<file path="config.mk">
export PLATFORM = sky130hd
export DESIGN_NAME = spi_regmap_burst
export DESIGN_NICKNAME = d
export VERILOG_FILES = /design/src/rtl/spi_regmap_pkg.sv /design/src/rtl/spi_edge_sync.sv /design/src/rtl/spi_regmap_burst.sv
export SDC_FILE = /design/constraint.sdc
export NUM_CORES = 1
export LEC_CHECK = 0
export CAP_MARGIN = 20
export CORE_MARGIN = 2
export CORE_UTILIZATION = 50
export CTS_BUF_LIST = sky130_fd_sc_hd__clkbuf_8
export CTS_CLUSTER_DIAMETER = 50
export DETAILED_ROUTE_END_ITERATION = 7
export DONT_BUFFER_PORTS = 1
export GPL_ROUTABILITY_DRIVEN = 1
export PLACE_DENSITY_LB_ADDON = 0.05
export SLEW_MARGIN = 20
export SYNTH_ARGS = -nofsm -noshare
export SYNTH_HDL_FRONTEND = slang
export SYNTH_SLANG_ARGS = --single-unit
</file>
<file path="constraint.sdc">
create_clock -name clk -period 3.45 [get_ports clk]
set_input_delay 0.1725 -clock clk [delete_from_list [all_inputs] [get_ports clk]]
set_output_delay 0.1725 -clock clk [all_outputs]
set_load 0.01 [all_outputs]
</file>
<file path="src/rtl/spi_regmap_pkg.sv">
// Shared types and constants for the SPI register map: FSM states,
// R/W bit encoding and the SPI-mode to sample-edge mapping.
package spi_regmap_pkg;

  typedef enum logic [1:0] {
    IDLE = 2'd0,
    ADDR = 2'd1,
    DATA = 2'd2,
    HOLD = 2'd3
  } state_e;

  localparam logic RW_READ  = 1'b1;
  localparam logic RW_WRITE = 1'b0;

  localparam logic EDGE_RISE = 1'b1;
  localparam logic EDGE_FALL = 1'b0;

  // Leading edge leaves the CPOL idle level; CPHA picks leading or trailing.
  // Net effect: modes 0 and 3 sample on rising SCK, modes 1 and 2 on falling.
  function automatic logic sample_edge(input logic cpol, input logic cpha);
    return (cpol ^ cpha) ? EDGE_FALL : EDGE_RISE;
  endfunction

endpackage

</file>
<file path="src/rtl/spi_edge_sync.sv">
// Oversampling front end: 2-flop synchronisers on sck, cs_n and sdi, plus
// SCK edge detection producing 1-clk sample/shift pulses. cs_n and sdi are
// delayed by one extra flop so they line up with the pulses (3 clk from pin).
module spi_edge_sync
  import spi_regmap_pkg::*;
#(
  parameter bit CPOL = 1'b0,
  parameter bit CPHA = 1'b0
) (
  input  logic clk,
  input  logic rst,
  input  logic sck_i,
  input  logic cs_n_i,
  input  logic sdi_i,
  output logic cs_n_o,
  output logic sdi_o,
  output logic sample_pulse_o,
  output logic shift_pulse_o
);

  localparam logic SAMPLE_EDGE = sample_edge(CPOL, CPHA);

  logic [1:0] sck_sync_q;
  logic [1:0] cs_sync_q;
  logic [1:0] sdi_sync_q;
  logic       sck_prev_q;
  logic       cs_q;
  logic       sdi_q;
  logic       sample_q;
  logic       shift_q;
  logic       sck_rise;
  logic       sck_fall;

  assign sck_rise = sck_sync_q[1] & ~sck_prev_q;
  assign sck_fall = ~sck_sync_q[1] & sck_prev_q;

  // Synchronise the pins and register the edge pulses.
  // cs_n resets to "selected" so a frame already in progress during reset is
  // never mistaken for a fresh cs_n falling edge; sck resets to its idle level.
  always_ff @(posedge clk) begin
    if (rst) begin
      sck_sync_q <= {2{CPOL}};
      sck_prev_q <= CPOL;
      cs_sync_q  <= 2'b00;
      cs_q       <= 1'b0;
      sdi_sync_q <= 2'b00;
      sdi_q      <= 1'b0;
      sample_q   <= 1'b0;
      shift_q    <= 1'b0;
    end else begin
      sck_sync_q <= {sck_sync_q[0], sck_i};
      sck_prev_q <= sck_sync_q[1];
      cs_sync_q  <= {cs_sync_q[0], cs_n_i};
      cs_q       <= cs_sync_q[1];
      sdi_sync_q <= {sdi_sync_q[0], sdi_i};
      sdi_q      <= sdi_sync_q[1];
      sample_q   <= (SAMPLE_EDGE == EDGE_RISE) ? sck_rise : sck_fall;
      shift_q    <= (SAMPLE_EDGE == EDGE_RISE) ? sck_fall : sck_rise;
    end
  end

  assign cs_n_o         = cs_q;
  assign sdi_o          = sdi_q;
  assign sample_pulse_o = sample_q;
  assign shift_pulse_o  = shift_q;

endmodule

</file>
<file path="src/rtl/spi_regmap_burst.sv">
// SPI-slave register map: NUM_CFG R/W config registers followed by NUM_STAT
// read-only status registers. Frame = R/W bit, address, data word(s), MSB first.
// Define SPI_REGMAP_BURST_EN for multi-word bursts with address auto-increment;
// without it the slave handles one data word per frame and then holds.
module spi_regmap_burst
  import spi_regmap_pkg::*;
#(
  parameter int                    ADDR_WIDTH = 7,
  parameter int                    DATA_WIDTH = 8,
  parameter int                    NUM_CFG    = 12,
  parameter int                    NUM_STAT   = 4,
  parameter bit                    CPOL       = 1'b0,
  parameter bit                    CPHA       = 1'b0,
  parameter logic [DATA_WIDTH-1:0] CFG_RESET  = '0
) (
  input  logic                           clk,
  input  logic                           rst,
  input  logic                           sck,
  input  logic                           cs_n,
  input  logic                           sdi,
  output logic                           sdo,
  output logic                           sdo_oe,
  output logic [NUM_CFG*DATA_WIDTH-1:0]  cfg_o,
  input  logic [NUM_STAT*DATA_WIDTH-1:0] status_i,
  output logic [ADDR_WIDTH-1:0]          acc_addr,
  output logic                           wr_stb,
  output logic                           rd_stb,
  output logic                           frame_err
);

  localparam int AW       = ADDR_WIDTH;
  localparam int DW       = DATA_WIDTH;
  localparam int MAX_BITS = (AW + 1 > DW) ? AW + 1 : DW;
  localparam int CNT_W    = $clog2(MAX_BITS + 1);
  localparam logic [CNT_W-1:0] LAST_ADDR_BIT = CNT_W'(AW);
  localparam logic [CNT_W-1:0] LAST_DATA_BIT = CNT_W'(DW - 1);
  localparam logic [CNT_W-1:0] CNT_ONE       = CNT_W'(1);
`ifdef SPI_REGMAP_BURST_EN
  localparam logic [AW-1:0]    ADDR_ONE      = AW'(1);
`endif

  logic cs_s, sdi_s, sample_p, shift_p;

  spi_edge_sync #(.CPOL(CPOL), .CPHA(CPHA)) u_edge_sync (
    .clk            (clk),
    .rst            (rst),
    .sck_i          (sck),
    .cs_n_i         (cs_n),
    .sdi_i          (sdi),
    .cs_n_o         (cs_s),
    .sdi_o          (sdi_s),
    .sample_pulse_o (sample_p),
    .shift_pulse_o  (shift_p)
  );

  state_e           state_q;
  logic [CNT_W-1:0] bit_cnt_q;
  logic             rw_q;
  logic [AW-1:0]    addr_q;
  logic [AW-1:0]    hdr_q;
  logic [DW-2:0]    rx_q;
  logic [DW-1:0]    tx_q;
  logic [DW-1:0]    cfg_q [NUM_CFG];
  logic             cs_prev_q;
  logic             wr_stb_q, rd_stb_q, frame_err_q, sdo_oe_q;
`ifdef SPI_REGMAP_BURST_EN
  logic             inc_pend_q;
`endif

  logic [AW:0]      hdr_full;
  logic [DW-1:0]    rx_full;
  logic [AW-1:0]    fetch_addr;
  logic [DW-1:0]    rd_data;

  assign hdr_full = {hdr_q, sdi_s};
  assign rx_full  = {rx_q, sdi_s};

  // Read-word fetch: address just completed in the header, or the next burst address.
  always_comb begin
`ifdef SPI_REGMAP_BURST_EN
    fetch_addr = (state_q == ADDR) ? hdr_full[AW-1:0] : addr_q + ADDR_ONE;
`else
    fetch_addr = hdr_full[AW-1:0];
`endif
    rd_data = '0;
    for (int i = 0; i < NUM_CFG; i++)
      if (int'(fetch_addr) == i) rd_data = cfg_q[i];
    for (int i = 0; i < NUM_STAT; i++)
      if (int'(fetch_addr) == NUM_CFG + i) rd_data = status_i[i*DW +: DW];
  end

  // Frame FSM with shift registers, register file and strobes.
  // tx_q skips the first shift edge of each word (bit_cnt_q == 0) so the
  // freshly loaded MSB is presented for the master's first sample.
  always_ff @(posedge clk) begin
    if (rst) begin
      state_q     <= IDLE;
      bit_cnt_q   <= '0;
      rw_q        <= RW_WRITE;
      addr_q      <= '0;
      hdr_q       <= '0;
      rx_q        <= '0;
      tx_q        <= '0;
      cs_prev_q   <= 1'b0;
      wr_stb_q    <= 1'b0;
      rd_stb_q    <= 1'b0;
      frame_err_q <= 1'b0;
      sdo_oe_q    <= 1'b0;
`ifdef SPI_REGMAP_BURST_EN
      inc_pend_q  <= 1'b0;
`endif
      for (int i = 0; i < NUM_CFG; i++) cfg_q[i] <= CFG_RESET;
    end else begin
      wr_stb_q    <= 1'b0;
      rd_stb_q    <= 1'b0;
      frame_err_q <= 1'b0;
      cs_prev_q   <= cs_s;
      sdo_oe_q    <= ~cs_s & (state_q != IDLE);
      if (cs_s) begin
        if (state_q == DATA && bit_cnt_q != '0) frame_err_q <= 1'b1;
        state_q <= IDLE;
      end else begin
        case (state_q)
          IDLE: begin
            if (cs_prev_q) begin
              state_q   <= ADDR;
              bit_cnt_q <= '0;
              hdr_q     <= '0;
              tx_q      <= '0;
`ifdef SPI_REGMAP_BURST_EN
              inc_pend_q <= 1'b0;
`endif
            end else begin
              state_q <= HOLD;
            end
          end
          ADDR: begin
            if (sample_p) begin
              if (bit_cnt_q == LAST_ADDR_BIT) begin
                rw_q      <= hdr_full[AW];
                addr_q    <= hdr_full[AW-1:0];
                bit_cnt_q <= '0;
                state_q   <= DATA;
                if (hdr_full[AW] == RW_READ) begin
                  tx_q     <= rd_data;
                  rd_stb_q <= 1'b1;
                end
              end else begin
                hdr_q     <= hdr_full[AW-1:0];
                bit_cnt_q <= bit_cnt_q + CNT_ONE;
              end
            end
          end
          DATA: begin
            if (sample_p) begin
              rx_q <= rx_full[DW-2:0];
`ifdef SPI_REGMAP_BURST_EN
              if (inc_pend_q) begin
                addr_q     <= addr_q + ADDR_ONE;
                inc_pend_q <= 1'b0;
              end
`endif
              if (bit_cnt_q == LAST_DATA_BIT) begin
                bit_cnt_q <= '0;
                if (rw_q == RW_WRITE) begin
                  wr_stb_q <= 1'b1;
                  for (int i = 0; i < NUM_CFG; i++)
                    if (int'(addr_q) == i) cfg_q[i] <= rx_full;
                end
`ifdef SPI_REGMAP_BURST_EN
                if (rw_q == RW_READ) begin
                  addr_q   <= addr_q + ADDR_ONE;
                  tx_q     <= rd_data;
                  rd_stb_q <= 1'b1;
                end else begin
                  inc_pend_q <= 1'b1;
                end
`else
                state_q <= HOLD;
`endif
              end else begin
                bit_cnt_q <= bit_cnt_q + CNT_ONE;
              end
            end else if (shift_p && bit_cnt_q != '0) begin
              tx_q <= {tx_q[DW-2:0], 1'b0};
            end
          end
          HOLD: ;
          default: state_q <= IDLE;
        endcase
      end
    end
  end

  for (genvar gi = 0; gi < NUM_CFG; gi++) begin : g_cfg
    assign cfg_o[gi*DW +: DW] = cfg_q[gi];
  end

  assign sdo       = (state_q == DATA) & tx_q[DW-1];
  assign sdo_oe    = sdo_oe_q;
  assign acc_addr  = addr_q;
  assign wr_stb    = wr_stb_q;
  assign rd_stb    = rd_stb_q;
  assign frame_err = frame_err_q;

endmodule

</file>
==> impl_metrics.yaml <==
critical_path:
  reg2reg_slack_ps: 550
  cp_data_arrival_time_ps: 3030
  critPathKind: "reg2reg"
  worstPathRequired_ps: 3590
  crit_slowest_cell: "or4_4"
  cpPeakStageDelay_ps: 510
  reg2reg_depth: 7
  worst_setup_path_start_kind: "register"
  crit_family: "simple AND/OR/NAND/NOR gates"
  reg2reg_from: "state_q[0]"
  path_max_fanout: 12
  cp_num_cells: 7
  crit_chain: "inv_1 > ha_1 > nand3b_1 > or4_4 > nor3b_2 > nand2_1 > nand2_1"
  setup.worst_path.end_class: "register"
  cpMostUsedCell: "nand2_1"
  timing.rr.end: "cfg_q[1][0]"
  critPathBufInv: 1
logic_synthesis:
  yosysWarnings: 0
  synth_area_um2: 7040
  seq_area_frac_synth: 0.557
  synth-edff-count: 96
  yosysUniqueCellTypes: 73
  avgSynthCellArea_um2: 10.9
  synth_seq_cells: 148
  ys.flop_type: "edfxtp_1"
  syn_nets: 693
  syn-instance-count: 649
  async_flop_share: 0
floorplan:
  start_util: 0.509
  die_w_um: 123
  core_um2: 13800
  rows: 43
  dieHeight_um: 123
  ios: 145
  dieArea_um2: 15000
worst_hold_path:
  worstHoldEndpoint: "rx_q[6]"
  hp-start: "rst"
  min_path_cells: 2
  hp-class: "in2reg"
pwr:
  p_leak_nw: 2.62
  ir_drop_uv: 265
  power.density_nw_per_um2: 558
drt:
  drt_iter0_drc: 637
  routedWlPerCell_um: 26.5
  first_pass_iters: 6
  viasPerCell: 6.41
  num_vias: 5316
  drcViolationCount: 0
  drtAntennaViolNets: 0
  routed_wl_um: 22000
global_route:
  grt_max_degree: 49
  antenna_found_initial: 0
  grt_pass1_vias: 4934
  grt_pass1_wl_um: 31800
  overflow: 0
  track_usage: 0.299
placement:
  dpl_cell_area_um2: 7050
  io_buffers: 0
  pre_cts_ws_ps: 647
  hpwlAfterDp_um: 16100
  dp_cells: 789
  place_congestion: 0.917
sta:
  hold_viol_final: 0
  max_freq_mhz: 345
  fin_worst_skew_ps: 9.75
  setup_viol: 0
  fin_ws_ps: 553
  fin_setup_tns_ps: 0
  drv_slew: 0
  fin_crit_sh: 0.840
  rsz0062_at_grt: "no"
  tightest_slew_ps: 1060
  period_minus_slack_ps: 2900
  max-slew-margin-rel: 0.290
  hold_slack_ps: 28.1
cts:
  root_buffer: "clkbuf_8"
  clkLatencyLatePin_ps: 460
  htree_num_levels: 4
  cts.repair.resized: 0
  path_clk_slew_ps: 80
  cts_setup_buffers: 0
  numCtsBuffers: 17
  cts.hold.buffers_added: 8
  clock-sinks: 148
  clk_path_buf_depth: 2
  tritoncts: "built"
layout:
  stdcell_area_um2: 7540
  regArea_um2: 3930
  multi_input_area_um2: 2750
  drive_gt1_frac: 0.103
  syn_to_final_growth_pct: 7.14
  nNetsFinal: 680
  antennaDiodeCount: 0
  fin_cells: 829
  fillerInstances: 1206
outcome:
  status: "finished, final reports clean"
job:
  drv_cap: 0
## Yosys cell counts, types with 7 or more instances
library cell	number	area, µm²
ha_1	7	87.6
edfxtp_1	96	2880
and3_1	12	75.1
clkbuf_8	8	110
inv_1	18	67.6
a211oi_1	7	52.6
a21oi_1	18	90.1
nor2b_1	14	87.6
nand3b_1	10	75.1
o21ai_0	11	55.1
o211ai_1	7	52.6
nor3_1	14	70.1
dfxtp_1	52	1040
nor2_1	115	432
mux4_2	7	158
clkbuf_1	27	101
buf_2	7	35.0
nand3_1	13	65.1
mux2i_1	27	270
o22a_1	8	70.1
nand2_1	50	188
## power breakdown
group / switching, mW / internal [mW] / total, mW / leakage (nW)
Clock: 0.674 / 0.708 / 1.38 / 0.210
Sequential: 0.134 / 1.95 / 2.08 / 1.41
Combinational: 0.476 / 0.269 / 0.746 / 0.994
## worst max path at each step
stage / to / start / slack, ps
after floorplan: cfg_q[1][0] / state_q[0] / 1090
after global placement: cfg_q[1][15] / state_q[0] / 680
after detailed placement: cfg_q[1][2] / state_q[0] / 650
after CTS: cfg_q[1][2] / state_q[0] / 620
after global routing: cfg_q[1][0] / state_q[0] / 400
final: cfg_q[1][0] / state_q[0] / 550
## logic make-up after synthesis
logic type      Yosys count  synth area share
mux                      38            0.0672
simple gates            278             0.197
fa+ha+maj                 7            0.0124
buf+inv                  69            0.0522
flops                   148             0.557
compound gates          109             0.114
## state kept, by name, summed over array words and instances, names as in the netlist, 2 cells and up
name and flops:
bit_cnt_q 4, rx_q 7, u_edge_sync.sck_sync_q 2, cfg_q 96
acc_addr 7, state_q 2, hdr_q 7, u_edge_sync.sdi_sync_q 2
u_edge_sync.cs_sync_q 2, tx_q 8
## per-stage QoR
step	power, mW	util
after floorplan	2.63	-
after global placement	2.83	0.510
after detailed placement	2.84	0.510
after CTS	4.21	0.546
after global routing	4.37	0.546
final	4.21	0.546
## layout make-up
type                       instances  share of cell area
clock buffer                      17              0.0310
sequential                       148               0.521
timing repair buffer              16              0.0216
multi-input combinational        432               0.365
tap                              180              0.0299
inverter                          21              0.0104
clock inverter                    15              0.0221
## worst reg2reg max path, stage by stage, from the launching register on
cell	delay, ps
dfxtp_1	360
inv_1	90
ha_1	400
nand3b_1	190
or4_4	510
nor3b_2	390
nand2_1	290
nand2_1	350
## cell usage in the layout (no fill, tap or decap), drive strengths merged, types with 5 or more instances in the layout
master       Yosys  routed
a22o             6       6
nand2b           6       6
nor3            15      15
o2111ai          5       5
dfxtp           52      52
dlygate4sd3      0       7
and2             6       6
nand3           14      14
and3            13      13
clkbuf          35      17
a31oi            6       6
inv             18      23
ha               7       7
buf             12       9
a21oi           18      18
mux2i           27      27
o22ai            5       5
clkinv           3       8
o21ai           12      12
mux4             7       7
nor2b           14      14
o211ai           7       7
nor3b            6       6
nor2           115     115
o22a             8       8
edfxtp          96      96
nand3b          10      10
nor4             5       5
a211oi           7       7
nand2           50      50
## per-layer routing
metal  global-route usage  routed length, µm  vias to the layer above
li1                     -                  -                     2348
met1                0.423               9240                     2609
met2                0.425               9570                      313
met3                0.104               2580                       46
met4                0.112                581                        0
met5                    0                  0                        -
Note: power is estimated with default switching activity, not from simulation.
